### src/rtl/ieee754_pkg.sv
// ieee754_pkg: shared constants, FSM state type and operand struct for the
// single-precision accumulator.
package ieee754_pkg;

    localparam int EXP_BIAS = 127;
    localparam int EXP_W    = 8;
    localparam int MAN_W    = 23;
    localparam int SIG_W    = MAN_W + 4;

    localparam logic [EXP_W-1:0] EXP_INF = 8'hFF;
    localparam logic [31:0]      QNAN    = 32'h7FC0_0000;

    typedef enum logic [2:0] {
        IDLE,
        ALIGN,
        ADD,
        NORM,
        ROUND
    } acc_state_t;

    typedef struct packed {
        logic             sign;
        logic [EXP_W-1:0] exp;
        logic [MAN_W:0]   man;
    } fp_unpacked_t;

    // Split a raw word into sign/exponent/significand; a zero exponent field
    // is flushed to a zero significand, so subnormals behave as zero.
    function automatic fp_unpacked_t unpack_fp(input logic [31:0] value);
        fp_unpacked_t u;
        u.sign = value[31];
        u.exp  = value[30:23];
        u.man  = (value[30:23] == 8'd0) ? 24'd0 : {1'b1, value[22:0]};
        return u;
    endfunction

endpackage

### src/rtl/fp_align_shifter.sv
// fp_align_shifter: right-shifts the smaller operand's 27-bit significand by
// the exponent difference, reporting any ones shifted out as a sticky bit.
module fp_align_shifter
    import ieee754_pkg::*;
(
    input  logic [SIG_W-1:0] din,
    input  logic [7:0]       shamt,
    output logic [SIG_W-1:0] dout,
    output logic             sticky
);

    logic [SIG_W-1:0] keep_mask;

    // Shift and collect lost bits; a shift of 27 or more leaves only the sticky
    always_comb begin
        keep_mask = '1;
        dout      = '0;
        sticky    = 1'b0;
        if (shamt >= 8'd27) begin
            dout   = '0;
            sticky = |din;
        end else begin
            keep_mask = {SIG_W{1'b1}} << shamt;
            dout      = din >> shamt;
            sticky    = |(din & ~keep_mask);
        end
    end

endmodule

### src/rtl/ieee_754_accumulator.sv
// ieee_754_accumulator: multi-cycle single-precision accumulator fed by the FP
// multiplier (acc <= acc + in_data), with a one-entry pending buffer.
// Build option: define IEEE754_ACC_RNE_EN for round-to-nearest-even; without
// it results are truncated toward zero.
module ieee_754_accumulator
    import ieee754_pkg::*;
#(
    parameter logic [31:0] ACC_INIT = 32'h0000_0000
) (
    input  logic        clk,
    input  logic        rst_n,
    input  logic [31:0] in_data,
    input  logic        in_valid,
    input  logic        clear,
    output logic [31:0] acc,
    output logic        acc_valid,
    output logic        busy,
    output logic        overrun
);

    acc_state_t state, state_next;
    logic       start_op;

    logic [31:0] acc_q;
    logic        acc_valid_q;
    logic        overrun_q;
    logic        pend_full;
    logic [31:0] pend_data;

    logic [31:0] op_a;
    logic [31:0] op_b;

    logic             big_sign;
    logic             eff_sub;
    logic [9:0]       exp_q;
    logic [SIG_W-1:0] man_big;
    logic [SIG_W-1:0] man_small;
    logic             special_q;
    logic [31:0]      special_val;
    logic [SIG_W:0]   norm_man;
    logic             zero_q;

    fp_unpacked_t     ua, ub, op_big, op_small;
    logic             swap;
    logic [7:0]       exp_diff;
    logic             a_nan, b_nan, a_inf, b_inf;
    logic             special_c;
    logic [31:0]      special_c_val;
    logic [SIG_W-1:0] small_shifted;
    logic             small_sticky;

    logic [SIG_W:0]   add_sum;

    logic             round_up;
    logic [24:0]      round_sig;
    logic [9:0]       round_exp;
    logic [22:0]      round_frac;
    logic [31:0]      round_result;

    assign acc       = acc_q;
    assign acc_valid = acc_valid_q;
    assign overrun   = overrun_q;
    assign busy      = (state != IDLE) | pend_full;

    // Order the operands by magnitude and precompute any special-value result
    always_comb begin
        ua       = unpack_fp(op_a);
        ub       = unpack_fp(op_b);
        swap     = {ub.exp, ub.man} > {ua.exp, ua.man};
        op_big   = swap ? ub : ua;
        op_small = swap ? ua : ub;
        exp_diff = op_big.exp - op_small.exp;

        a_nan = (op_a[30:23] == EXP_INF) && (op_a[22:0] != 23'd0);
        b_nan = (op_b[30:23] == EXP_INF) && (op_b[22:0] != 23'd0);
        a_inf = (op_a[30:23] == EXP_INF) && (op_a[22:0] == 23'd0);
        b_inf = (op_b[30:23] == EXP_INF) && (op_b[22:0] == 23'd0);

        special_c     = (op_a[30:23] == EXP_INF) || (op_b[30:23] == EXP_INF);
        special_c_val = QNAN;
        if (a_nan || b_nan) begin
            special_c_val = QNAN;
        end else if (a_inf && b_inf) begin
            special_c_val = (op_a[31] != op_b[31]) ? QNAN : {op_a[31], EXP_INF, 23'd0};
        end else if (a_inf) begin
            special_c_val = {op_a[31], EXP_INF, 23'd0};
        end else if (b_inf) begin
            special_c_val = {op_b[31], EXP_INF, 23'd0};
        end
    end

    fp_align_shifter u_align_shifter (
        .din    ({op_small.man, 3'b000}),
        .shamt  (exp_diff),
        .dout   (small_shifted),
        .sticky (small_sticky)
    );

    // Magnitude add or subtract; the ordering above keeps subtraction non-negative
    always_comb begin
        if (eff_sub) begin
            add_sum = {1'b0, man_big} - {1'b0, man_small};
        end else begin
            add_sum = {1'b0, man_big} + {1'b0, man_small};
        end
    end

    // Round the normalised significand and pack it, saturating overflow to Inf
    always_comb begin
`ifdef IEEE754_ACC_RNE_EN
        round_up = norm_man[2] & (norm_man[1] | norm_man[0] | norm_man[3]);
`else
        round_up = 1'b0;
`endif
        round_sig  = {1'b0, norm_man[26:3]} + {24'd0, round_up};
        round_exp  = exp_q + {9'd0, round_sig[24]};
        round_frac = round_sig[24] ? round_sig[23:1] : round_sig[22:0];
        if (special_q) begin
            round_result = special_val;
        end else if (zero_q) begin
            round_result = 32'h0000_0000;
        end else if (round_exp >= 10'd255) begin
            round_result = {big_sign, EXP_INF, 23'd0};
        end else begin
            round_result = {big_sign, round_exp[7:0], round_frac};
        end
    end

    // State register
    always_ff @(posedge clk or negedge rst_n) begin
        if (!rst_n) begin
            state <= IDLE;
        end else begin
            state <= state_next;
        end
    end

    // Next state; NORM leaves on the cycle of its last left shift, so an
    // operation needing k > 0 shifts takes 3 + k cycles before ROUND
    always_comb begin
        state_next = state;
        start_op   = 1'b0;
        case (state)
            IDLE: begin
                if (pend_full || in_valid) begin
                    start_op   = 1'b1;
                    state_next = ALIGN;
                end
            end
            ALIGN: state_next = ADD;
            ADD: begin
                if (special_q || (add_sum == '0)) begin
                    state_next = ROUND;
                end else begin
                    state_next = NORM;
                end
            end
            NORM: begin
                if (norm_man[27] || norm_man[26] || norm_man[25] || (exp_q <= 10'd1)) begin
                    state_next = ROUND;
                end
            end
            ROUND: begin
                if (pend_full) begin
                    start_op   = 1'b1;
                    state_next = ALIGN;
                end else begin
                    state_next = IDLE;
                end
            end
            default: state_next = IDLE;
        endcase
        if (clear) begin
            start_op   = 1'b0;
            state_next = IDLE;
        end
    end

    // Accumulator, pending buffer and per-stage datapath registers
    always_ff @(posedge clk or negedge rst_n) begin
        if (!rst_n) begin
            acc_q       <= ACC_INIT;
            acc_valid_q <= 1'b0;
            overrun_q   <= 1'b0;
            pend_full   <= 1'b0;
            pend_data   <= '0;
            op_a        <= '0;
            op_b        <= '0;
            big_sign    <= 1'b0;
            eff_sub     <= 1'b0;
            exp_q       <= '0;
            man_big     <= '0;
            man_small   <= '0;
            special_q   <= 1'b0;
            special_val <= '0;
            norm_man    <= '0;
            zero_q      <= 1'b0;
        end else if (clear) begin
            acc_q       <= ACC_INIT;
            acc_valid_q <= 1'b0;
            overrun_q   <= 1'b0;
            pend_full   <= 1'b0;
        end else begin
            acc_valid_q <= 1'b0;

            if (start_op) begin
                op_a <= (state == ROUND) ? round_result : acc_q;
                op_b <= pend_full ? pend_data : in_data;
            end

            if (start_op && pend_full) begin
                pend_full <= in_valid;
                if (in_valid) begin
                    pend_data <= in_data;
                end
            end else if (in_valid && (state != IDLE)) begin
                if (!pend_full) begin
                    pend_full <= 1'b1;
                    pend_data <= in_data;
                end else begin
                    overrun_q <= 1'b1;
                end
            end

            case (state)
                ALIGN: begin
                    big_sign    <= op_big.sign;
                    eff_sub     <= op_big.sign ^ op_small.sign;
                    exp_q       <= {2'b00, op_big.exp};
                    man_big     <= {op_big.man, 3'b000};
                    man_small   <= {small_shifted[26:1], small_shifted[0] | small_sticky};
                    special_q   <= special_c;
                    special_val <= special_c_val;
                end
                ADD: begin
                    norm_man <= add_sum;
                    zero_q   <= (add_sum == '0);
                end
                NORM: begin
                    if (norm_man[27]) begin
                        norm_man <= {1'b0, norm_man[27:2], norm_man[1] | norm_man[0]};
                        exp_q    <= exp_q + 10'd1;
                    end else if (!norm_man[26]) begin
                        if (exp_q <= 10'd1) begin
                            zero_q <= 1'b1;
                        end else begin
                            norm_man <= {1'b0, norm_man[25:0], 1'b0};
                            exp_q    <= exp_q - 10'd1;
                        end
                    end
                end
                ROUND: begin
                    acc_q       <= round_result;
                    acc_valid_q <= 1'b1;
                end
                default: ;
            endcase
        end
    end

endmodule

### config.mk
export PLATFORM = sky130hd
export DESIGN_NAME = ieee_754_accumulator
export DESIGN_NICKNAME = d
export VERILOG_FILES = /design/src/rtl/ieee754_pkg.sv /design/src/rtl/fp_align_shifter.sv /design/src/rtl/ieee_754_accumulator.sv
export SDC_FILE = /design/constraint.sdc
export NUM_CORES = 1
export LEC_CHECK = 0
export ABC_AREA = 1
export BUFFER_PORTS_ARGS = -buffer_cell sky130_fd_sc_hd__buf_2
export CAP_MARGIN = 0
export CORE_UTILIZATION = 60
export CTS_BUF_LIST = sky130_fd_sc_hd__clkbuf_16
export CTS_CLUSTER_SIZE = 14
export DETAILED_ROUTE_END_ITERATION = 8
export PLACE_DENSITY = 0.86
export SLEW_MARGIN = 25
export SYNTH_ARGS = -nofsm -noshare
export SYNTH_HDL_FRONTEND = slang
export SYNTH_SLANG_ARGS = --single-unit
export TNS_END_PERCENT = 10
### constraint.sdc
create_clock -name clk -period 5 [get_ports clk]
set_input_delay 1 -clock clk [delete_from_list [all_inputs] [get_ports clk]]
set_output_delay 1 -clock clk [all_outputs]
set_load 0.01 [all_outputs]
Yosys cells after proc, flatten, opt, wreduce, memory -nomap -nowiden. Cells that the tools add are included.

Register bits: 259. Input port bits: 36.

Add/subtract/negate cells: 5. $lt $le $gt $ge: 4. Equality and inequality tests: 16. Shifts and indexed selects: 2. Multiplexer cells: 52. Bitwise logic cells: 7. Reduce and logical (&&, ||, !) cells: 40.

Operators with widths (number): $mux 32 (13); $mux 27 (4); $mux 33 (2); $pmux 28 s2 (1); $mux 24 (2); $logic_not 23->1 (2); $reduce_bool 23->1 (2); $gt 32x32->1 (1); $mux 31 (1); $mux 10 (3); $add 27x27->28 (1); $logic_not 28->1 (1); $mux 28 (1); $sub 27x27->28 (1); $and 27x27->27 (1); $not 27->27 (1); $reduce_or 27->1 (1); $shl 27x8->27 const A (1); $shr 27x8->27 (1); $reduce_or 24->1 (1); $pmux 10 s2 (1); $mux 1 (17); $eq 8x8->1 const B (2); $logic_not 8->1 (2); other kinds (27) (63).

Logic depth before layout (Yosys ltp).
Depth in word-level cells: 11. Gate-level depth with buffers: 40. Mapped depth without buffers: 39.

Hierarchy. From an unflattened synthesis, not the netlist that was laid out.

Cells, all modules: 2875. Area total of the unflattened synthesis: 18515.3 um^2.

Modules (own cells, without submodules): ieee_754_accumulator (instances 1, cells each 2430, area an instance 16435.8 um^2); fp_align_shifter (instances 1, cells each 445, area an instance 2079.5 um^2).

Least setup slack after synthesis. Ideal clock, no wire load.

Path type: register to register. Start point: reg op_b[29]. End point: reg man_small[0]. Setup time: 0.117 ns. Arrival: 3.931 ns. Path slack: 0.952 ns. Cell stages (with the launch flop): 36. Path buffers: 2. Cells stage by stage: dfrtp_1 inv_1 nand4_1 nor2_1 clkbuf_1 nor2_1 ha_1 nand2_1 nor2_1 nand2_1 nand2_1 nand2_1 nand2_1 nand2_1 nand2_4 nand2_4 nand2_2 nand3_2 ha_1 inv_1 nand2_1 nand2_1 nand4_1 nand2_2 nand3_2 buf_4 nor2_2 nand3_1 nand2_1 nand2_1 nor2_1 nand2_1 nor2_1 nand3_1 nand2_1 nand2_1.

Cells in the longest elaborated chain, start to end: 11. Elaborated cells on any way between the ends: 16.

RTL lines: from (decl) (line ieee_754_accumulator.sv:31) `logic [31:0] op_b;`; from (signal assigned) (line ieee_754_accumulator.sv:208) `op_b <= pend_full ? pend_data : in_data;`; $logic_not 8->1 (line ieee754_pkg.sv:33) `u.man = (value[30:23] == 8'd0) ? 24'd0 : {1'b1, value[22:0]};`; $mux 24 (line ieee754_pkg.sv:33); $gt 32x32->1 (line ieee_754_accumulator.sv:69) `swap = {ub.exp, ub.man} > {ua.exp, ua.man};`; $mux 33, on equally long branches (line ieee_754_accumulator.sv:70, ieee_754_accumulator.sv:71); $sub 8x8->8 (line ieee_754_accumulator.sv:72) `exp_diff = op_big.exp - op_small.exp;`; $shl 27x8->27 (line fp_align_shifter.sv:23) `keep_mask = {SIG_W{1'b1}} << shamt;`; $not 27->27 (line fp_align_shifter.sv:25) `sticky = |(din & ~keep_mask);`; $and 27x27->27 (line fp_align_shifter.sv:25); $reduce_or 27->1 (line fp_align_shifter.sv:25); $mux 1 (line fp_align_shifter.sv:19) `if (shamt >= 8'd27) begin`; $or 1x1->1 (*) (line ieee_754_accumulator.sv:231) `man_small <= {small_shifted[26:1], small_shifted[0] | small_sticky};`; to (signal assigned) (line ieee_754_accumulator.sv:231); to (decl) (line ieee_754_accumulator.sv:37) `logic [SIG_W-1:0] man_small;`.

Mark *: on every way between the ends. The rest lies on a longest branch, timed or not. A chain may end at the register's enable or synchronous reset.

Final worst setup path.
Start point: reg op_b[23]. End point: reg man_small[0].

The elaborated chain is that of the path after synthesis.

==> results.md <==
- Critical Path RT: 5440 ps
- Fin area: 0.01886 mm2
- First-pass GRT wire length: 87,910 um
- CP Class: flip-flop to flip-flop
- Area grow syn2layout: 11.55%
- Post-Place Worst Slack: 113.3 ps
- Die X-Extent: 169.9 um
- R2R depth: 36
- Syn Nets: 2,654
- Max-cap viol count: 0
- Clock Latency Late Sink: 570 ps
- Nets: 2,691
- Final WL: 56,720 um
- Area contributors post-synth: dfrtp_1, nand2_1, o21ai_0
- Core Region: 0.02778 mm2
- Row Count: 61
- Worst-path clk slew: 60 ps
- Least-Margin Pin Slew: 908.5 ps
- DP HPWL: 42,190 um
- FF-to-FF setup slack: 260 ps
- Pin count of the biggest net entering global routing: 96
- Fmax: 211.0 MHz
- Synth warn: 0
- Num CTS Buffers: 26
- Clk_skew: 31.12 ps
- Final worst setup slack: 261.1 ps
- Syn Inst Count: 2,531
- FFs w/ async S/R, synth: 100.0%
- Avg Inst Size Synth: 6.680 um2
- Global placer's final weighted congestion: 1.047
- H-tree lvl count: 1
- Synth unique cells: 54
- Yosys reg bits: 230
- Die footprint: 0.02885 mm2
- Slowest CP cell: dfrtp_1
- Slew Viols, Final: 0
- CP dominant cell by count: nand2_1
- Root buf cell: clkbuf_16
- WL/cell: 19.12 um
- CP Max Fanout: 12
- Final non-filler cell total: 2,966
- Share of cells above drive strength 1: 8.887%
- Gr ovfl total: 0
- Hold bufs inserted after CTS: 0
- Yosys top cell area share: 34.04%
- Port bufs: 70
- Hold Crit Class: primary input to async pin
- Final Cycle Share: 94.78%
- Final hold viol count: 0
- Status: finished, final reports clean
- Vias in the first global route: 16,350
- Starting Density: 60.86%
- Synth area leader: dfrtp_1
- Min Tclk post-route: 4739 ps
- TritonCTS clock tree: done
- I/O Pins: 71
- Clock sinks: 230
- Ant diodes: 0
- DRC Markers: 0
- Routed vias/inst: 6.142
- WP data arrival: 5180 ps
- Post-synthesis sequential area ratio: 34.04%
- CTS Buffer Depth: 3
- Nature of the critical path endpoint: flip-flop
- Slew Limit Headroom: 39.21%
- ANT nets after route: 0
- Synth Cell Area: 0.01691 mm2
- Synth Flop Type: dfrtp_1
- DRT Pass-1 Iters: 7
- Final setup viols: 0
- Overall routing resource usage: 38.78%
- Vias: 18,220
- DR iter-0 viols: 2,165
- Placed Area: 0.01766 mm2
- CP Launch Type: flip-flop
- Dpl cells: 2,900
- Number of synthesized flops with an enable pin: 0
- Initial antenna violation count: 0
- Die Ht: 169.9 um
- Max stage delay on crit path: 400 ps
-- cell usage after synthesis (26+ instances only) --
cell type / instances
nand2_1: 721
inv_1: 285
o21ai_0: 283
dfrtp_1: 230
nor2_1: 210
nand3_1: 142
a21oi_1: 139
clkbuf_1: 101
ha_1: 86
a31oi_1: 37
nand4_1: 33
xor2_1: 30
nor3_1: 28
o22ai_1: 26
-- per-layer routing --
layer / part of all wire (%) / track usage, % / vias to the layer above
met1: 40 / 52.11 / 8571
met2: 46 / 62.33 / 1027
li1: - / - / 8432
met4: 5.0 / 17.39 / 0
met5: 0 / 0 / -
met3: 9.2 / 5.442 / 188
-- flip-flops by register name, summed over array words and instances, names as in the netlist, 10 cells and up --
register,flops
pend_data,32
exp_q,10
man_big,24
acc,32
man_small,27
op_a,32
norm_man,28
op_b,32
-- through the flow --
step | TNS, ps | hold slack [ps] | utilization, %
after detailed placement | 0 | 440.8 | 63.57
final | 0 | 429.5 | 67.89
after floorplan | 0 | 422.7 | -
after global placement | 0 | 438.1 | 63.56
after global routing | -19.61 | 496.1 | 67.89
after CTS | 0 | 455.8 | 66.88
-- critical path: cells and delay by family, from the launching register on --
family          cells  cell delay [ps]
fa+ha+maj           1              280
compound gates      1              170
flops               1              400
simple gates       29             3030
buf+inv             5              720
-- final timing paths --
check | start | endpoint
min reg2reg | special_val[30] | special_val[30]
max reg2reg | op_b[23] | man_small[0]
min | rst_n | norm_man[11]
max in group asynchronous | rst_n | op_b[29]
min in group clk | special_val[30] | special_val[30]
max | op_b[23] | man_small[0]
-- cells in the final DEF (no fill, tap or decap), types with 28 or more instances in the layout --
master,count
nand2_1,719
inv_1,282
o21ai_0,282
dfrtp_1,229
nor2_1,197
nand3_1,142
a21oi_1,138
ha_1,86
buf_2,69
buf_4,49
a31oi_1,37
nand4_1,33
xor2_1,30
nor3_1,28
clkbuf_16,28
-- repair_timing --
action,4_1_cts,5_1_grt
endpoints found under the setup margin,0,27
setup buffers,0,15
gates resized for setup,0,32
-- layout make-up --
cell class	count	area, um2
Multi-Input combinational cell	1883	9657
Tap cell	378	473.0
Inverter	296	1114
Fill cell	2483	8921
Timing Repair Buffer	131	938.4
Clock inverter	22	271.5
Sequential cell	230	5757
Clock buffer	26	650.6
-- cells by family (layout without fill, tap and decap cells) --
group	after synthesis	after routing	share of synthesized area, %
fa+ha+maj	87	87	6.483
xor+xnor	32	32	1.702
compound gates	579	579	19.06
flops	230	230	34.04
buf+inv	419	475	9.435
simple gates	1179	1180	28.99
mux	5	5	0.2960
Power is left out: the tool's default activity adds up to more than one toggle a clock period on the data nets, which glitch-free logic cannot reach.
